<file path="config.mk">
export PLATFORM = sky130hd
export DESIGN_NAME = ground_scroller_flat
export DESIGN_NICKNAME = d
export VERILOG_FILES = /design/src/rtl/ground_pkg.sv /design/src/rtl/ground_scroller_if.sv /design/src/rtl/ground_scroller.sv /design/src/flat_wrapper.sv
export SDC_FILE = /design/constraint.sdc
export NUM_CORES = 1
export LEC_CHECK = 0
export ABC_AREA = 1
export BUFFER_PORTS_ARGS = -buffer_cell sky130_fd_sc_hd__buf_4
export CAP_MARGIN = 20
export CORE_MARGIN = 2
export CORE_UTILIZATION = 52
export CTS_CLUSTER_DIAMETER = 150
export DETAILED_ROUTE_END_ITERATION = 6
export GPL_TIMING_DRIVEN = 0
export HOLD_SLACK_MARGIN = 0.08
export MAX_ROUTING_LAYER = met4
export PLACE_DENSITY_LB_ADDON = 0.05
export SYNTH_ARGS = -nofsm -noshare
export SYNTH_HDL_FRONTEND = slang
export SYNTH_SLANG_ARGS = --single-unit
</file>
<file path="constraint.sdc">
create_clock -name clk -period 3.65 [get_ports clk]
set_clock_uncertainty 0.15 [all_clocks]
set_input_delay 0.5475 -clock clk [delete_from_list [all_inputs] [get_ports clk]]
set_output_delay 0.5475 -clock clk [all_outputs]
set_load 0.02 [all_outputs]
</file>
<file path="src/rtl/ground_pkg.sv">
// ============================================================================
// ground_pkg
// Shared geometry constants and coordinate type for the ground strip. Used
// by ground_scroller, ground_palette and the top-level colour mux.
// Revision: 1.0 - initial release
// ============================================================================
`default_nettype none

package ground_pkg;

  localparam int GROUND_W = 256;   // strip width in pixels, power of 2
  localparam int GROUND_H = 32;    // strip height in pixels
  localparam int GROUND_Y = 400;   // first screen row of the strip
  localparam int SCREEN_W = 640;
  localparam int SCREEN_H = 480;
  localparam int SPEED_W  = 4;     // width of the per-frame scroll step

  typedef logic [9:0] pix_coord_t;

endpackage

`default_nettype wire

</file>
<file path="src/rtl/ground_scroller_if.sv">
// ============================================================================
// ground_scroller_if
// Pixel-stream bundle between the beam generator, the ground ROM and
// ground_scroller.
//   drawX/drawY/vde : beam position and display enable
//   rom_addr/rom_q  : synchronous ground ROM port (1-cycle read latency)
//   pix_index       : 4-bit colour index for ground_palette
//   pix_valid       : beam inside strip and display enabled
// master = ground_scroller side, slave = beam source / ROM / palette side.
// Revision: 1.0 - initial release
// ============================================================================
`default_nettype none

interface ground_scroller_if
  import ground_pkg::*;
#(
  parameter int ADDR_W = $clog2(GROUND_W * GROUND_H)
) ();

  pix_coord_t        drawX;
  pix_coord_t        drawY;
  logic              vde;
  logic [ADDR_W-1:0] rom_addr;
  logic [3:0]        rom_q;
  logic [3:0]        pix_index;
  logic              pix_valid;

  modport master (
    input  drawX, drawY, vde, rom_q,
    output rom_addr, pix_index, pix_valid
  );

  modport slave (
    output drawX, drawY, vde, rom_q,
    input  rom_addr, pix_index, pix_valid
  );

endinterface

`default_nettype wire

</file>
<file path="src/rtl/ground_scroller.sv">
// ============================================================================
// ground_scroller
// Maps the VGA beam position into the horizontally scrolling ground strip,
// drives the ground ROM address and registers the returned colour index.
// The scroll offset advances once per frame on the vsync falling edge.
//   clk     : pixel clock
//   reset_n : asynchronous active-low reset
//   vsync   : VGA vsync, active low
//   run     : scroll enable
//   clear   : synchronous offset clear (beats a frame tick)
//   speed   : scroll step per frame, pixels
//   offset  : current scroll offset
//   bus     : beam inputs, ROM port and pixel outputs (master side)
// Pixel outputs lag the beam inputs by 3 clock edges.
// Revision: 1.0 - initial release
// ============================================================================
`default_nettype none

module ground_scroller
  import ground_pkg::*;
#(
  parameter int GROUND_W = ground_pkg::GROUND_W,
  parameter int GROUND_H = ground_pkg::GROUND_H,
  parameter int GROUND_Y = ground_pkg::GROUND_Y,
  parameter int SPEED_W  = ground_pkg::SPEED_W,
  parameter int ADDR_W   = $clog2(GROUND_W * GROUND_H)
) (
  input  logic                        clk,
  input  logic                        reset_n,
  input  logic                        vsync,
  input  logic                        run,
  input  logic                        clear,
  input  logic [SPEED_W-1:0]          speed,
  output logic [$clog2(GROUND_W)-1:0] offset,
  ground_scroller_if.master           bus
);

  localparam int         COL_W     = $clog2(GROUND_W);
  localparam int         ROW_W     = ADDR_W - COL_W;
  localparam pix_coord_t C_BAND_LO = pix_coord_t'(GROUND_Y);
  localparam pix_coord_t C_BAND_HI = pix_coord_t'(GROUND_Y + GROUND_H);

  logic             r_vsync_q;
  logic             w_tick;
  logic [COL_W-1:0] r_offset;

  logic             w_in_band;
  logic [COL_W:0]   w_col_sum;
  logic [COL_W-1:0] w_col;
  pix_coord_t       w_row;
  logic             r_valid1;
  logic             r_valid2;
  logic             w_unused;

  // --------------------------------------------------------------------------
  // Frame tick and scroll offset. Speed is only looked at on the tick, so the
  // offset is constant for the whole visible frame.
  // --------------------------------------------------------------------------
  assign w_tick = r_vsync_q & ~vsync;

  always_ff @(posedge clk or negedge reset_n) begin
    if (!reset_n) begin
      r_vsync_q <= 1'b1;
      r_offset  <= '0;
    end else begin
      r_vsync_q <= vsync;
      if (clear) begin
        r_offset <= '0;
      end else if (w_tick && run) begin
        r_offset <= r_offset + COL_W'(speed);   // wraps mod GROUND_W
      end
    end
  end

  assign offset = r_offset;

  // --------------------------------------------------------------------------
  // Stage 1 address generation. The column sum carries one extra bit that is
  // dropped, giving the horizontal wrap for free; the row multiply is just
  // the row bits concatenated above the column bits.
  // --------------------------------------------------------------------------
  assign w_in_band = bus.vde && (bus.drawY >= C_BAND_LO) && (bus.drawY < C_BAND_HI);
  assign w_col_sum = {1'b0, bus.drawX[COL_W-1:0]} + {1'b0, r_offset};
  assign w_col     = w_col_sum[COL_W-1:0];
  assign w_row     = bus.drawY - C_BAND_LO;

  // Upper beam/row bits and the column carry are deliberately discarded.
  assign w_unused  = ^{bus.drawX, w_col_sum, w_row};

  // --------------------------------------------------------------------------
  // Pipeline: stage 1 registers the address, stage 2 is the ROM's own
  // register (valid delayed here to match), stage 3 registers the index.
  // --------------------------------------------------------------------------
  always_ff @(posedge clk or negedge reset_n) begin
    if (!reset_n) begin
      bus.rom_addr  <= '0;
      r_valid1      <= 1'b0;
      r_valid2      <= 1'b0;
      bus.pix_index <= '0;
      bus.pix_valid <= 1'b0;
    end else begin
      if (w_in_band) begin
        bus.rom_addr <= {w_row[ROW_W-1:0], w_col};
      end
      r_valid1      <= w_in_band;
      r_valid2      <= r_valid1;
      bus.pix_index <= r_valid2 ? bus.rom_q : 4'd0;
      bus.pix_valid <= r_valid2;
    end
  end

endmodule

`default_nettype wire

</file>
<file path="src/flat_wrapper.sv">
// flat-port wrapper written by rule: the top's interface ports become plain ports
module ground_scroller_flat import ground_pkg::*;
#(
  parameter int GROUND_W = ground_pkg::GROUND_W,
  parameter int GROUND_H = ground_pkg::GROUND_H,
  parameter int GROUND_Y = ground_pkg::GROUND_Y,
  parameter int SPEED_W  = ground_pkg::SPEED_W,
  parameter int ADDR_W   = $clog2(GROUND_W * GROUND_H)
)
  (clk, reset_n, vsync, run, clear, speed, offset, bus_drawX, bus_drawY, bus_vde, bus_rom_q, bus_rom_addr, bus_pix_index, bus_pix_valid);
  ground_scroller_if #(.ADDR_W(ADDR_W)) bus_i ();
  input  logic clk;
  input  logic reset_n;
  input  logic vsync;
  input  logic run;
  input  logic clear;
  input  logic [SPEED_W-1:0] speed;
  output logic [$clog2(GROUND_W)-1:0] offset;
  input wire logic [$bits(bus_i.drawX)-1:0] bus_drawX;
  input wire logic [$bits(bus_i.drawY)-1:0] bus_drawY;
  input wire logic [$bits(bus_i.vde)-1:0] bus_vde;
  input wire logic [$bits(bus_i.rom_q)-1:0] bus_rom_q;
  output wire logic [$bits(bus_i.rom_addr)-1:0] bus_rom_addr;
  output wire logic [$bits(bus_i.pix_index)-1:0] bus_pix_index;
  output wire logic [$bits(bus_i.pix_valid)-1:0] bus_pix_valid;
  assign bus_i.drawX = bus_drawX;
  assign bus_i.drawY = bus_drawY;
  assign bus_i.vde = bus_vde;
  assign bus_i.rom_q = bus_rom_q;
  assign bus_rom_addr = bus_i.rom_addr;
  assign bus_pix_index = bus_i.pix_index;
  assign bus_pix_valid = bus_i.pix_valid;
  ground_scroller #(.GROUND_W(GROUND_W), .GROUND_H(GROUND_H), .GROUND_Y(GROUND_Y), .SPEED_W(SPEED_W), .ADDR_W(ADDR_W)) u_core (.clk(clk), .reset_n(reset_n), .vsync(vsync), .run(run), .clear(clear), .speed(speed), .offset(offset), .bus(bus_i));
endmodule
</file>
==> impl_metrics.toml <==
[clocking]
clock_latency_ps = 320
post_cts_resized = 0
cts_sinks = 29
clk_pin_slew_worst_paths_ps = 100
tritoncts = "yes"
ctsHoldBuffers = 1
cts_buffers = 5
clockRootBuffer = "clkbuf_4"
post-cts-setup-buffer-count = 0
clk_path_buf_depth = 2
cts_max_level = 2

[die]
core_sq_um = 3000
rows = 20
ioPinCount = 60
start_util_pct = 53.6
die_w_um = 59.6
die_y_um = 59.6
dieArea_sq_um = 3560

[sta]
fin_crit_ps = 1850
layout_setup_ws_ps = 1800
rsz0062_at_grt = "no"
finalSetupViolCount = 0
slew_headroom_pct = 76.3
tightest_slew_ps = 355
tns_ps = 0
slew_violations = 0
hold_viol = 0
finalCritPeriodShare_pct = 50.6
fmax_mhz = 542

[worst_setup_path]
arrival_ps = 1930
crit_type = "reg -> reg"
crit_slowest_cell = "dfrtp_1"
startpoint_type = "flop"
end_kind = "flop"
path_delay_family = "adder cells"
crit_top_cell = "nand2_1"
cp_num_buf_inv = 2
path_max_fanout = 4
path_cells = "ha_1 > inv_1 > fa_1 > inv_1 > nand2_1 > nand2_1 > nand3b_1 > nand2_1 > nand2_1 > nand3_1 > nand2_1"
critical_path.max_stage_delay_ps = 410
required_ps = 3740

[drt]
via_count = 1447
dr.pass1.iters = 4
wl_per_cell_um = 11.2
drcViolationCount = 0
routed_via_density = 4.87
wirelength_um = 3330
detail_route.iter0.violations = 63
postRouteAntennaNets = 0

[status]
status = "completed"

[placement]
pre_cts_slack_ps = 1600
io_buffers = 57
place_congestion = 0.804
hpwlAfterDp_um = 2570
placed_cell_area_sq_um = 2080

[global_route]
grt_pass1_wl_um = 5330
grt_pass1_vias = 1326
grt_use_total_pct = 21.1
gr-total-overflow = 0
grt_max_degree = 30
antenna_found_initial = 0

[pwr]
vdd_drop_max_mv = 0.189
power_mw = 0.795
p_per_area_nw_per_um2 = 372
p_leak_nw = 1.26

[final_layout]
diodes = 0
layout_common_cells = "nand2_1, buf_4, dfrtp_1"
stdcell_area_sq_um = 2140
final_nets = 310
drive_above_1_share_pct = 27.7
final_common_cell = "nand2_1"
area_growth_pct = 33.0

[logic_synthesis]
seq_area_frac_synth_pct = 45.2
syn_avg_cell_area_sq_um = 8.13
synthCells = 198
synth.ff_latch_count = 29
ys_warn_count = 0
synth_cell_types = 25
synth_area_sq_um = 1610
syn-num-nets = 245

[hold_path]
hold_path.class = "in -> reg"

[job]
max_cap_violations = 0
## worst reg2reg max path, stage by stage, from the launching register on
cell	delay, ps
dfrtp_1	410
ha_1	190
inv_1	60
fa_1	400
inv_1	70
nand2_1	40
nand2_1	100
nand3b_1	110
nand2_1	70
nand2_1	40
nand3_1	60
nand2_1	50
## layout make-up
type,count,area (sq um)
fill,256,863
inverter,23,88.8
clock inverter,2,10.0
multi-input combinational,144,774
buffer,2,18.8
clock buffer,6,41.3
sequential,29,727
tap,33,41.3
timing repair buffer,58,438
## metal layers
layer  vias to the layer above  share of wire, %  GRT usage, %
met3                         6               7.1          6.77
li1                        763                 -             -
met2                        44                50          36.7
met1                       634                41          22.7
met4                         0               1.7          6.98
met5                         -                 0             -
## cell usage after synthesis
master    number  area [sq um]
clkinv_1       1          3.75
o21ai_0        4          20.0
nand3b_1       4          30.0
inv_1         21          78.8
buf_4          1          7.51
inv_4          1          6.26
dfrtp_1       28           701
ha_1          11           138
a31oi_1        1          6.26
o21ai_1        1          5.00
nor2_4         1          11.3
nand3_2        1          10.0
o211ai_1       1          7.51
or2_2          3          18.8
nand3_1       20           100
nand2_1       71           267
or2_1          1          6.26
nor2_1        10          37.5
xor2_1         2          17.5
buf_6          1          11.3
dfstp_2        1          26.3
nand4_1        1          6.26
xnor2_1        1          8.76
fa_1           2          40.0
a21oi_1        9          45.0
## stage by stage
stage / hold WS (ps) / util, % / instances
finish: 179 / 71.3 / 297
global route: 166 / 71.3 / 297
CTS: 172 / 71.3 / 297
detailed placement: 191 / 69.2 / 288
global placement: 184 / 69.2 / 288
floorplan: 102 / - / 198
## kinds of logic (layout without fill, tap and decap cells)
| logic type | Yosys count | count (layout) | synth area share (%) |
|---|---|---|---|
| xor gates and xnor gates | 3 | 3 | 1.63 |
| and+or+nand+nor | 112 | 112 | 30.3 |
| DFF | 29 | 29 | 45.2 |
| buffers and inverters | 25 | 91 | 6.69 |
| adders and majority gates | 13 | 13 | 11.0 |
| AOI/OAI and AO/OA | 16 | 16 | 5.21 |
## state kept, by name, summed over array words and instances, names as in the netlist
signal                cells
u_core.offset             8
u_core.r_vsync_q          1
u_core.r_valid1           1
u_core.bus.pix_valid      1
u_core.r_valid2           1
u_core.bus.rom_addr      13
u_core.bus.pix_index      4
## power breakdown
group | switching, mW | internal, mW | leakage (nW)
clock network | 0.110 | 0.0731 | 0.0320
logic | 0.125 | 0.105 | 0.837
registers | 0.0233 | 0.358 | 0.386
## worst paths after layout
path | end | slack (ps) | startpoint | cells past startpoint
max | u_core.bus.rom_addr[6]$_DFFE_PN0P_ | 1800 | u_core.offset[0]$_DFFE_PN0P_ | 11
min reg2reg | u_core.r_valid2$_DFF_PN0_ | 200 | u_core.r_valid1$_DFF_PN0_ | 0
max reg2reg | u_core.bus.rom_addr[6]$_DFFE_PN0P_ | 1800 | u_core.offset[0]$_DFFE_PN0P_ | 11
min | u_core.r_vsync_q$_DFF_PN1_ | 180 | vsync | 1
min in group asynchronous | u_core.bus.rom_addr[0]$_DFFE_PN0P_ | 510 | reset_n | 2
max in group asynchronous | u_core.r_vsync_q$_DFF_PN1_ | 2520 | reset_n | 2
(Power assumes the default switching activity.)
